<file path="config.mk">
export PLATFORM = sky130hd
export DESIGN_NAME = nco_wave_gen
export DESIGN_NICKNAME = d
export VERILOG_FILES = /design/src/rtl/nco_wave_gen.sv
export SDC_FILE = /design/constraint.sdc
export NUM_CORES = 1
export LEC_CHECK = 0
export ABC_AREA = 1
export CAP_MARGIN = 40
export CORE_ASPECT_RATIO = 1.75
export CORE_MARGIN = 1
export CORE_UTILIZATION = 33
export CTS_CLUSTER_DIAMETER = 120
export CTS_CLUSTER_SIZE = 24
export DETAILED_ROUTE_END_ITERATION = 8
export GPL_TIMING_DRIVEN = 1
export PLACE_DENSITY = 0.61
export SYNTH_ARGS = -nofsm -noshare
export SYNTH_HDL_FRONTEND = slang
export SYNTH_SLANG_ARGS = --single-unit
</file>
<file path="constraint.sdc">
create_clock -name clk -period 4.8 [get_ports clk]
set_input_delay 0.96 -clock clk [delete_from_list [all_inputs] [get_ports clk]]
set_output_delay 0.96 -clock clk [all_outputs]
set_load 0.02 [all_outputs]
</file>
<file path="src/rtl/nco_wave_gen.sv">
// Select-driven NCO waveform generator.
// A 5-bit phase counter walks a fixed 32-sample table for the selected waveform.
// wave_out is registered from the current (select, phase) pair. After an accepted
// select change, sample 0 of the new waveform appears two edges later.
// Optional feature: define NCO_SEL_LOCK_EN to reject select changes for 31 cycles
// after each accepted change and to flag new rejected changes on sel_viol.
module nco_wave_gen #(
    parameter int unsigned SELECT_WIDTH = 3,
    parameter int unsigned WAVE_WIDTH   = 8,
    parameter int unsigned PHASE_WIDTH  = 5
) (
    input  logic                    clk,
    input  logic                    resetn,
    input  logic [SELECT_WIDTH-1:0] signal_out,
    output logic [WAVE_WIDTH-1:0]   wave_out,
    output logic [PHASE_WIDTH-1:0]  phase,
    output logic                    sel_viol
);

    logic [SELECT_WIDTH-1:0] sel_q, sel_d;
    logic [PHASE_WIDTH-1:0]  phase_q, phase_d;
    logic [WAVE_WIDTH-1:0]   wave_q, wave_d;
    logic                    chg;
    logic                    accept;

    // Sine offsets from mid-scale for the first quarter wave (k = 0..8).
    function automatic logic [7:0] sine_quarter(input logic [3:0] m);
        logic [7:0] q;
        case (m)
            4'd0:    q = 8'd0;
            4'd1:    q = 8'd25;
            4'd2:    q = 8'd49;
            4'd3:    q = 8'd71;
            4'd4:    q = 8'd90;
            4'd5:    q = 8'd106;
            4'd6:    q = 8'd117;
            4'd7:    q = 8'd125;
            4'd8:    q = 8'd127;
            default: q = 8'd0;
        endcase
        return q;
    endfunction

    // Full sine from the quarter table; offsets are symmetric because no point rounds at .5.
    function automatic logic [7:0] sine_at(input logic [4:0] k);
        logic [3:0] m;
        logic [7:0] q;
        m = k[3:0];
        // Second quarter mirrors the first: offset index is 16 - m (mod 16).
        q = (m <= 4'd8) ? sine_quarter(m) : sine_quarter(4'd0 - m);
        return k[4] ? (8'd128 - q) : (8'd128 + q);
    endfunction

    function automatic logic [7:0] table_sample(input logic [SELECT_WIDTH-1:0] sel,
                                                input logic [4:0]              k);
        logic [7:0] s;
        logic [3:0] tri_idx;
        tri_idx = k[4] ? ~k[3:0] : k[3:0];
        if (32'(sel) > 32'd7) begin
            s = 8'd0;
        end else begin
            case (sel[2:0])
                3'd0:    s = sine_at(k);
                3'd1:    s = sine_at(k + 5'd8);
                3'd2:    s = 8'({4'b0000, tri_idx}) * 8'd17;
                3'd3:    s = {k, 3'b000};
                3'd4:    s = k[4] ? 8'd0 : 8'd255;
                3'd5:    s = ~{k, 3'b000};
                default: s = 8'd0;
            endcase
        end
        return s;
    endfunction

    assign chg = (signal_out != sel_q);

`ifdef NCO_SEL_LOCK_EN
    logic [4:0]              lock_q, lock_d;
    logic [SELECT_WIDTH-1:0] prev_q;
    logic                    viol_q, viol_d;

    // Lock window: accept only when idle; flag a rejected change once, when the input moves.
    always_comb begin
        accept = chg && (lock_q == 5'd0);
        viol_d = chg && (lock_q != 5'd0) && (signal_out != prev_q);
        lock_d = lock_q;
        if (accept) begin
            lock_d = 5'd31;
        end else if (lock_q != 5'd0) begin
            lock_d = lock_q - 5'd1;
        end
    end

    // Lock counter, previous input and violation pulse registers.
    always_ff @(posedge clk or negedge resetn) begin
        if (!resetn) begin
            lock_q <= 5'd0;
            prev_q <= '0;
            viol_q <= 1'b0;
        end else begin
            lock_q <= lock_d;
            prev_q <= signal_out;
            viol_q <= viol_d;
        end
    end

    assign sel_viol = viol_q;
`else
    assign accept   = chg;
    assign sel_viol = 1'b0;
`endif

    // Next state: restart phase on an accepted change, otherwise advance one sample.
    always_comb begin
        sel_d   = sel_q;
        phase_d = phase_q + PHASE_WIDTH'(1);
        if (accept) begin
            sel_d   = signal_out;
            phase_d = '0;
        end
        // 8-bit sample MSB-aligned with zero LSB fill.
        wave_d = WAVE_WIDTH'(table_sample(sel_q, phase_q)) << (WAVE_WIDTH - 8);
    end

    // Select, phase and output sample registers.
    always_ff @(posedge clk or negedge resetn) begin
        if (!resetn) begin
            sel_q   <= '0;
            phase_q <= '0;
            wave_q  <= '0;
        end else begin
            sel_q   <= sel_d;
            phase_q <= phase_d;
            wave_q  <= wave_d;
        end
    end

    assign wave_out = wave_q;
    assign phase    = phase_q;

endmodule
</file>
==> results of run 1 <==
[metal layers]
| metal | vias up | GRT usage, % | part of all wire, % |
|---|---|---|---|
| met1 | 921 | 20.2 | 38 |
| met4 | 0 | 10.2 | 6.1 |
| met2 | 41 | 34.0 | 54 |
| met5 | - | 0 | 0 |
| li1 | 1058 | - | - |
| met3 | 20 | 3.34 | 2.5 |
[layout by cell type (no fill, tap or decap), drive strengths merged, types with 4 or more instances in the layout]
master | Yosys | routed
nand2 | 135 | 135
inv | 41 | 41
nor2 | 31 | 31
ha | 10 | 10
nor3 | 5 | 5
dfrtp | 16 | 16
a21oi | 12 | 12
a211oi | 4 | 4
o21ai | 19 | 19
clkdlybuf4s50 | 0 | 17
xor2 | 4 | 4
nand3 | 30 | 30
[sequential cells by signal, indices dropped and copies added, names as in the netlist]
register	flops
sel_q	3
phase	5
wave_out	8
[logic make-up (layout without fill, tap and decap cells)]
group | Yosys count | in the layout | share of synthesized area [%]
adders and majority gates | 10 | 10 | 6.27
DFF | 16 | 16 | 20.0
and+or+nand+nor | 205 | 205 | 45.6
xor gates and xnor gates | 7 | 7 | 3.07
other | 1 | 1 | 0.188
AOI/OAI and AO/OA | 40 | 40 | 12.0
buffers and inverters | 55 | 62 | 12.9
[critical path: cells and delay by family (launching register included)]
kind,cells,cell delay [ps]
AO/OA/AOI/OAI,1,270
AND/OR/NAND/NOR,11,980
adder cells (fa/ha/maj),2,540
flip-flops,1,700
buffers and inverters,3,470
[synth_stat cells (all sizes together), types with 2 or more instances]
library cell	instances
clkbuf	3
a211oi	4
o21bai	2
nand2	135
buf	10
inv	41
o211ai	2
xor2	4
nor2	31
xnor2	3
nor3	5
o21ai	19
ha	10
nand3	30
a21oi	12
dfrtp	16
[worst paths after layout]
| kind | depth (start not counted) | end | startpoint |
|---|---|---|---|
| max in group asynchronous | 1 | wave_out[3] | resetn |
| min in group asynchronous | 1 | sel_q[2] | resetn |
| worst min register to register | 3 | wave_out[3] | sel_q[0] |
| worst min-delay path | 3 | wave_out[3] | sel_q[0] |
| worst max-delay path | 17 | wave_out[6] | phase[0] |
| worst max register to register | 17 | wave_out[6] | phase[0] |
[area by class of cell]
| cell class | instances | area [µm²] | share of cell area, % |
|---|---|---|---|
| Multi-Input combinational cell | 263 | 1340 | 60.7 |
| Sequential cell | 16 | 400 | 18.2 |
| Timing Repair Buffer | 17 | 170 | 7.71 |
| Inverter | 42 | 158 | 7.15 |
| Tap cell | 78 | 97.6 | 4.42 |
| Clock buffer | 3 | 41.3 | 1.87 |
[per-stage QoR]
stage / power (mW) / cells / util (%) / setup slack, ps / instance area (µm²)
finish: 0.434 / 419 / 37.5 / 1700 / 2210
global route: 0.470 / 419 / 37.5 / 1410 / 2210
CTS: 0.438 / 419 / 37.5 / 1690 / 2210
detailed placement: 0.338 / 416 / 36.8 / 1710 / 2160
global placement: 0.337 / 416 / 36.8 / 1710 / 2160
floorplan: 0.283 / 334 / - / 2340 / 2000
[report_power, final]
part / switching, mW / leakage, nW / internal [mW]
Sequential: 0.00814 / 0.204 / 0.144
Clock: 0.0425 / 0.0216 / 0.0556
Combinational: 0.119 / 0.918 / 0.0650
Total: 0.169 / 1.14 / 0.265
==> qor.yml, run 1 <==
die:
  rows: 37
  start_util_pct: 34.0
  core_um2: 5880
  dieArea_um2: 6380
  die_w_um: 60.8
  dieHeight_um: 105
  io_pins: 19
pwr:
  power.leakage_nw: 1.14
  p_per_area_nw_per_um2: 197
  vdd_drop_max_mv: 0.138
critical_path:
  crit_type: "reg -> reg"
  arrival_ps: 3240
  cpMostUsedCell: "nand2_1"
  cp.required_ps: 4930
  path_cells: "inv_1, ha_1, inv_1, nor2_1, inv_1, nor2_2, nand2_1, nand2_1, a21oi_1, ha_1, nand3_2, nor2_2, nand2_1, nand2_1, nand2_1, nand3_1, nand2_1"
  regToRegSetupSlack_ps: 1700
  slowest_stage: "dfrtp_1"
  crit_path_start_kind: "flop"
  cp_max_fo: 14
  crit_path_max_incr_delay_ps: 700
  end_kind: "flop"
yosys:
  synthCells: 334
  yosysTopAreaCell: "nand2_1"
  synth_edf_count: 0
  synthArstFlopShare_pct: 100
  synth.distinct_cells: 35
  ys_seq_area_share_pct: 20.1
  synth_top_area_share_pct: 23.1
  postSynthAreaPerCell_um2: 5.98
  synth.area.top_cells: "nand2_1 (23%), dfrtp_1 (20%), inv_1 (7.3%), nand3_1 (7.0%), ha_1 (6.3%)"
  syn-cell-area_um2: 2000
  synthFlopType: "dfrtp_1"
  synth_seq_cells: 16
  syn_nets: 349
  yosysWarnings: 0
timing:
  maxSlewViolCount: 0
  hold_ws_ps: 777
  fin_crit_sh_pct: 64.6
  grt_setup_unrepaired: "false"
  fmax_mhz: 322
  setup_viol: 0
  post-route-min-period_ps: 3100
  max_slew_margin_pct: 44.3
  fin_skew_ps: 3.44
  worst_pin_slew_ps: 829
  hold_violations: 0
  fin_setup_tns_ps: 0
clock_tree:
  cts_sinks: 16
  cts_tree: "yes"
  post_cts_buffers: 0
  clkTransAtPathRegs_ps: 60
  cts.root.buffer_cell: "clkbuf_8"
  cts_buffers: 3
  clk_latency_ps: 250
  post_cts_resized: 0
  clockBufferDepth: 2
  cts_hold_buf: 0
  cts.htree.levels: 1
run_status:
  status: "complete, no violations"
drt:
  drtIter0Drc: 50
  wire_per_inst_um: 13.0
  dr.pass1.iters: 4
  vias_per_cell: 4.87
  via_count: 2040
  wirelength_um: 5450
  drtAntennaViolNets: 0
  drc_errors: 0
grt:
  grt_pass1_wl_um: 9320
  overflow: 0
  grt_max_degree: 20
  grt.total_usage_pct: 19.2
  grt_pass1_vias: 2000
  antenna_found_initial: 0
finish:
  fillers: 685
  area_growth_pct: 10.5
  antenna_cells: 0
  fin_nets: 358
  drive_above_1_share_pct: 7.92
place:
  place_congestion: 0.949
  dp_hpwl_um: 4570
  portBuffers: 17
worst_hold_path:
  hp-class: "reg -> reg"
run:
  max_cap_viol_count: 0
(Power assumes the default switching activity.)
==> run 2: changes to the inputs <==
- clock period: 4.8 -> 3.23 ns (I/O delays scaled with it)
==> run 2 against run 1 <==
Register-to-register slack worse by 1200 ps. Global-route usage is 0.11 points higher. Core utilization is 0.74 points higher. Highest routed layer unchanged.
==> qor.yml, run 2 (synthesized netlist as in run 1, its figures left out) <==
run_status:
  status: "complete, no violations"
place:
  portBuffers: 17
  dp_hpwl_um: 4470
  place_congestion: 0.949
  pre_cts_ws_ps: 586
  postPlaceCellArea_um2: 2190
finish:
  largest_reg_flops: 8
  fin_area_um2: 2250
  drive_above_1_share_pct: 9.25
  antenna_cells: 0
  area_growth_pct: 12.7
  fin_nets: 362
  final_cell_mix: "nand2_1 (123), inv_1 (39), nand3_1 (28)"
  mostFrequentLayoutCell: "nand2_1"
timing:
  hold_ws_ps: 687
  hold_violations: 0
  grt_setup_unrepaired: "false"
  fmax_mhz: 372
  fin_setup_tns_ps: 0
  max_slew_margin_pct: 44.6
  post-route-min-period_ps: 2690
  setup_viol: 0
  fin_skew_ps: 1.38
  fin_crit_sh_pct: 83.3
  maxSlewViolCount: 0
  setup_ws_ps: 540
  worst_pin_slew_ps: 825
drt:
  dr.pass1.iters: 4
  drc_errors: 0
  via_count: 2080
  drtAntennaViolNets: 0
  drtIter0Drc: 37
  vias_per_cell: 4.91
  wire_per_inst_um: 13.1
  wirelength_um: 5540
critical_path:
  cpMostUsedCell: "nand2_1"
  arrival_ps: 2830
  path_cells: "inv_2, nand2_1, nand2_1, clkinv_1, a21oi_1, ha_1, nand3_2, nor2_2, nand2_1, nand2_1, nand2_1, nand3_1, nand2_1"
  cp.required_ps: 3370
  path_delay_family: "simple AND/OR/NAND/NOR gates"
  cp_max_fo: 13
  crit_path_start_kind: "flop"
  crit_path_max_incr_delay_ps: 570
  slowest_stage: "dfrtp_1"
  crit_type: "reg -> reg"
  cp_num_buf_inv: 2
  end_kind: "flop"
  regToRegSetupSlack_ps: 540
worst_hold_path:
  hp-class: "reg -> reg"
pwr:
  vdd_drop_max_mv: 0.159
  power_mw: 0.689
  p_per_area_nw_per_um2: 306
  power.leakage_nw: 1.17
clock_tree:
  cts.htree.levels: 1
  cts.root.buffer_cell: "clkbuf_8"
  clk_latency_ps: 250
  clockBufferDepth: 2
  post_cts_buffers: 0
  cts_buffers: 3
  post_cts_resized: 0
  clkTransAtPathRegs_ps: 70
  cts_hold_buf: 0
  cts_tree: "yes"
  cts_sinks: 16
die:
  io_pins: 19
  rows: 37
  die_w_um: 60.8
  dieArea_um2: 6380
  core_um2: 5880
  dieHeight_um: 105
  start_util_pct: 34.0
grt:
  overflow: 0
  grt_pass1_wl_um: 9370
  grt.total_usage_pct: 19.3
  antenna_found_initial: 0
  grt_max_degree: 20
  grt_pass1_vias: 2073
run:
  max_cap_viol_count: 0
run 2: cell types whose count changed in the layout (fill, tap and decap cells not counted), sizes merged:
cell,change
buf,+4
clkbuf,+1
run 2: cell type report:
class	instances	area [µm²]
Fill cell	677	3630
Multi-Input combinational cell	263	1340
Sequential cell	16	400
Timing Repair Buffer	21	200
Inverter	42	158
Tap cell	78	97.6
Clock buffer	4	55.1
run 2: path summary, 6_finish.rpt:
check                          from          end  cells after the start
max in group asynchronous    resetn     sel_q[1]                      1
max                        phase[2]  wave_out[6]                     13
min in group asynchronous    resetn  wave_out[0]                      1
min                        phase[0]     phase[0]                      2
min reg2reg                phase[0]     phase[0]                      2
max reg2reg                phase[2]  wave_out[6]                     13
run 2: metrics by stage:
step | util, % | cells
after global routing | 38.3 | 424
after CTS | 38.3 | 424
after floorplan | - | 334
final | 38.3 | 424
after detailed placement | 37.3 | 420
after global placement | 37.3 | 420
run 2: power by group:
group	switching, mW	total, mW	internal (mW)
logic	0.183	0.281	0.0986
clock network	0.0789	0.187	0.108
registers	0.00642	0.221	0.214
run 2: worst min-delay path, stage by stage, from the launching register on:
cell and delay [ps]:
dfrtp_1 350, buf_4 230, nor2_1 70
run 2: metal layers:
metal | GRT usage [%] | vias to the layer above | share of wire, %
li1 | - | 1071 | -
met2 | 35.0 | 58 | 54
met3 | 1.86 | 18 | 3.1
met5 | 0 | - | 0
met1 | 20.2 | 933 | 38
met4 | 10.7 | 0 | 4.8
==> run 3: changes to the inputs <==
- clock period: 3.23 -> 2.8 ns (I/O delays scaled with it)
==> run 3 against run 2 <==
Final area up 1.1%. Critical path depth up 3. Flip-flop and latch count unchanged. First-iteration DRC count up 78%. Fmax up 6.3%. Count of clock-buffer cells in the layout unchanged. Hold slack worse by 9.1 ps. Wire length up 0.58%. Sequential power up 15%. Register-to-register slack worse by 270 ps. Critical endpoint unchanged.
==> qor.yml, run 3 (synthesized netlist as in run 1, its figures left out) <==
clock_tree:
  cts.htree.levels: 1
  cts_buffers: 3
  post_cts_buffers: 0
  clkTransAtPathRegs_ps: 70
  clockBufferDepth: 2
  post_cts_resized: 0
  cts_sinks: 16
  clk_latency_ps: 260
  cts_tree: "yes"
  cts.root.buffer_cell: "clkbuf_8"
  cts_hold_buf: 0
grt:
  overflow: 0
  grtUsageMet2_pct: 35.3
  grt_pass1_vias: 2068
  antenna_found_initial: 0
  grt_use_met3_pct: 2.10
  use_met1_pct: 19.6
  grt_max_degree: 20
  grt_pass1_wl_um: 9390
  busiest_layer: "met2"
  grt.total_usage_pct: 19.5
run_status:
  status: "complete, no violations"
timing:
  post-route-min-period_ps: 2530
  hold_violations: 0
  fin_setup_tns_ps: 0
  hold_ws_ps: 678
  fin_skew_ps: 4.15
  maxSlewViolCount: 0
  max_slew_margin_pct: 44.9
  fin_crit_sh_pct: 90.4
  worst_pin_slew_ps: 820
  grt_setup_unrepaired: "false"
  fmax_mhz: 395
  setup_viol: 0
place:
  place_congestion: 0.906
  dp_hpwl_um: 4610
  portBuffers: 17
  dp_cells: 423
  postPlaceCellArea_um2: 2220
drt:
  via_count: 2133
  dr.pass1.iters: 4
  drtIter0Drc: 66
  wirelength_um: 5570
  wire_per_inst_um: 13.0
  vias_per_cell: 5.00
  drc_errors: 0
  drtAntennaViolNets: 0
die:
  die_w_um: 60.8
  dieArea_um2: 6380
  start_util_pct: 34.0
  io_pins: 19
  rows: 37
  core_um2: 5880
  dieHeight_um: 105
finish:
  largest_reg_flops: 8
  antenna_cells: 0
  mostFrequentLayoutCell: "nand2_1"
  fillers: 654
  final_cell_mix: "nand2_1 (123), inv_1 (39), nand3_1 (28)"
  fin_area_um2: 2270
  drive_above_1_share_pct: 10.3
  layout.cells.non_filler: 427
  fin_nets: 365
  area_growth_pct: 13.9
critical_path:
  cp_max_fo: 7
  arrival_ps: 2680
  end_kind: "flop"
  crit_path_start_kind: "flop"
  cp.required_ps: 2950
  crit_type: "reg -> reg"
pwr:
  vdd_drop_max_mv: 0.213
  p_per_area_nw_per_um2: 351
  power.leakage_nw: 1.19
run:
  max_cap_viol_count: 0
worst_hold_path:
  hp-class: "reg -> reg"
run 3: cell count changes in the layout (fill, tap and decap cells not counted), sizes merged:
cell  previous run  this run
buf              4         7
run 3: layer usage:
metal / share of wire, % / wire length [µm]
met1: 36 / 2000
met2: 54 / 3010
met3: 3.0 / 168
met4: 7.1 / 393
met5: 0 / 0
run 3: layout make-up:
type                    instances  area [µm²]  area share, %
well taps                      78        97.6           4.29
inverters                      42         158           6.93
flip-flops and latches         16         400           17.6
repair buffers                 24         223           9.79
clock buffers                   4        55.1           2.42
multi-input cells             263        1340           59.0
run 3: worst paths after layout:
kind / from / to / slack (ps) / cells past startpoint
worst max-delay path: phase[1] / wave_out[6] / 270 / 16
worst min-delay path: phase[2] / phase[4] / 680 / 3
worst max register to register: phase[1] / wave_out[6] / 270 / 16
worst min register to register: phase[2] / phase[4] / 680 / 3
max in group asynchronous: resetn / phase[0] / 1610 / 1
min in group asynchronous: resetn / wave_out[5] / 730 / 1
run 3: worst max-delay path: stages (launching register included):
cell	delay (ps)
dfrtp_1	380
inv_1	190
ha_2	270
inv_1	60
nand2_1	90
nand3_1	170
nand2_1	160
o21ai_1	90
a21oi_1	230
ha_1	230
nand3_2	90
nor2_2	120
nand2_1	80
nand2_1	60
nand2_1	60
nand3_1	70
nand2_1	50
run 3: stage by stage:
step | utilization (%) | setup WS, ps | power [mW]
6_report | 38.7 | 269 | 0.799
5_1_grt | 38.7 | 26.3 | 0.852
4_1_cts | 38.6 | 233 | 0.801
3_5_place_dp | 37.7 | 257 | 0.584
3_3_place_gp | 37.7 | 298 | 0.582
2_1_floorplan | - | 343 | 0.485
run 3: where the power goes:
part | internal, mW | total (mW) | switching, mW
logic | 0.116 | 0.327 | 0.211
registers | 0.247 | 0.254 | 0.00717
clock network | 0.125 | 0.218 | 0.0926
total | 0.488 | 0.799 | 0.311
==> RTL change, RTL diff (flow settings as in run 1) <==
The parameter `WAVE_WIDTH` goes from 8 to 10.
--- a/src/rtl/nco_wave_gen.sv
+++ b/src/rtl/nco_wave_gen.sv
@@ -6,7 +6,7 @@
 // after each accepted change and to flag new rejected changes on sel_viol.
 module nco_wave_gen #(
     parameter int unsigned SELECT_WIDTH = 3,
-    parameter int unsigned WAVE_WIDTH   = 8,
+    parameter int unsigned WAVE_WIDTH   = 10,
     parameter int unsigned PHASE_WIDTH  = 5
 ) (
     input  logic                    clk,
Interface: changed (resized wave_out); port bits go from 19 to 21. No check against the original RTL was run, so the function may have changed too.
==> RTL change against run 1 <==
  * Routed wire length rose by 1.5%
  * Final area is 0.34% higher
  * Sequential cell count did not move
  * Total power barely moved
  * Global-route usage fell by 0.27 points
  * Synthesized area rose by 0.75%
  * Setup slack got worse by 0.045 ns
==> RTL change: results (changes against run 1) <==
status - completed (unchanged)
top post-synthesis cells by area - nand2_1 23%, dfrtp_1 20%, inv_1 7.3% (unchanged)
via count - 2051 (was 2040)
commonest cells in the netlist - 123 x nand2_1, 39 x inv_1, 28 x nand3_1 (unchanged)
number of global-route vias before repair - 1932 (was 2000)
Initial DRC Count - 95 (was 50)
fraction of layout instances using a drive strength above 1 - 7.87% (was 7.92%)
total power - 0.434 mW (about the same)
Critical Path Max Stage Delay - 0.72 ns (was 0.70 ns)
Layout Skew - 0.000711 ns (was 0.00344 ns)
register-to-register setup slack - 1.65 ns (was 1.70 ns)
Critical R2R Capture - wave_out[8] (was wave_out[6])
P_int - 0.265 mW (about the same)
WL final - 5.53 mm (was 5.45 mm)
Tightest Pin Transition - 0.830 ns (was 0.829 ns)
total global-route track usage - 18.9% (was 19.2%)
worst vdd ir - 147 uV (was 138 uV)
Inst Count DP - 418 (was 416)
pin count of the biggest net entering global routing - 20 (unchanged)
Leakage Power - 1.15 nW (was 1.14 nW)
Hold Crit Endpoint - wave_out[5] (was wave_out[3])
dpl cell area - 2170 sq um (was 2160 sq um)
Syn Inst Count - 336 (was 334)
Layout Nets - 360 (was 358)
Seq/Total Area, Yosys - 19.9% (was 20.1%)
first-pass GRT wire length - 9.09 mm (was 9.32 mm)
Post-DP HPWL - 4.52 mm (was 4.57 mm)
Reg2Reg Depth - 17 (unchanged)
initial antenna violation count - 0 (unchanged)
Num CTS Buffers - 3 (unchanged)
Via density - 4.87 (about the same)
Clock Path Buffers - 2 (unchanged)
RD Place Congestion - 0.971 (was 0.949)
RTL change: layout make-up:
cell class	instances	area, sq um
clock buffer	3	41.3
fill	672	3670
inverter	42	158
multi-input combinational	265	1350
sequential	16	400
tap	78	97.6
timing repair buffer	17	170
RTL change: routing by layer:
layer / global-route usage (%) / wire length, um / share of wire, % / vias to the layer above
li1: - / - / - / 1062
met1: 20.3 / 2100 / 38 / 910
met2: 34.2 / 3050 / 55 / 65
met3: 3.19 / 191 / 3.5 / 14
met4: 7.79 / 189 / 3.4 / 0
met5: 0 / 0 / 0 / -
RTL change: metrics by stage:
| step | worst slack [ns] | hold WS (ns) |
|---|---|---|
| floorplan | 2.34 | 0.655 |
| global placement | 1.69 | 0.760 |
| detailed placement | 1.69 | 0.761 |
| CTS | 1.66 | 0.775 |
| global route | 1.37 | 0.834 |
| finish | 1.65 | 0.772 |
RTL change: worst max-delay path by stage:
stage / startpoint / end / slack, ns / depth (start not counted)
floorplan: phase[0] / wave_out[8] / 2.34 / 15
global route: phase[0] / wave_out[8] / 1.37 / 17
CTS: phase[0] / wave_out[8] / 1.66 / 17
detailed placement: phase[0] / wave_out[8] / 1.69 / 17
global placement: phase[0] / wave_out[8] / 1.69 / 17
finish: phase[0] / wave_out[8] / 1.65 / 17
RTL change: kinds of logic after synthesis:
logic type                 Yosys count  synth area share (%)
AOI/OAI and AO/OA                   40                  11.9
DFF                                 16                  19.9
xor gates and xnor gates             7                  3.05
adders and majority gates           10                  6.22
and+or+nand+nor                    205                  45.2
buffers and inverters               57                  13.6
other                                1                 0.186
RTL change: tightest hold or removal path: cells and delay by family (launching register included):
kind             cells  cell delay (ns)
and+or+nand+nor      3             0.31
DFF                  1             0.42
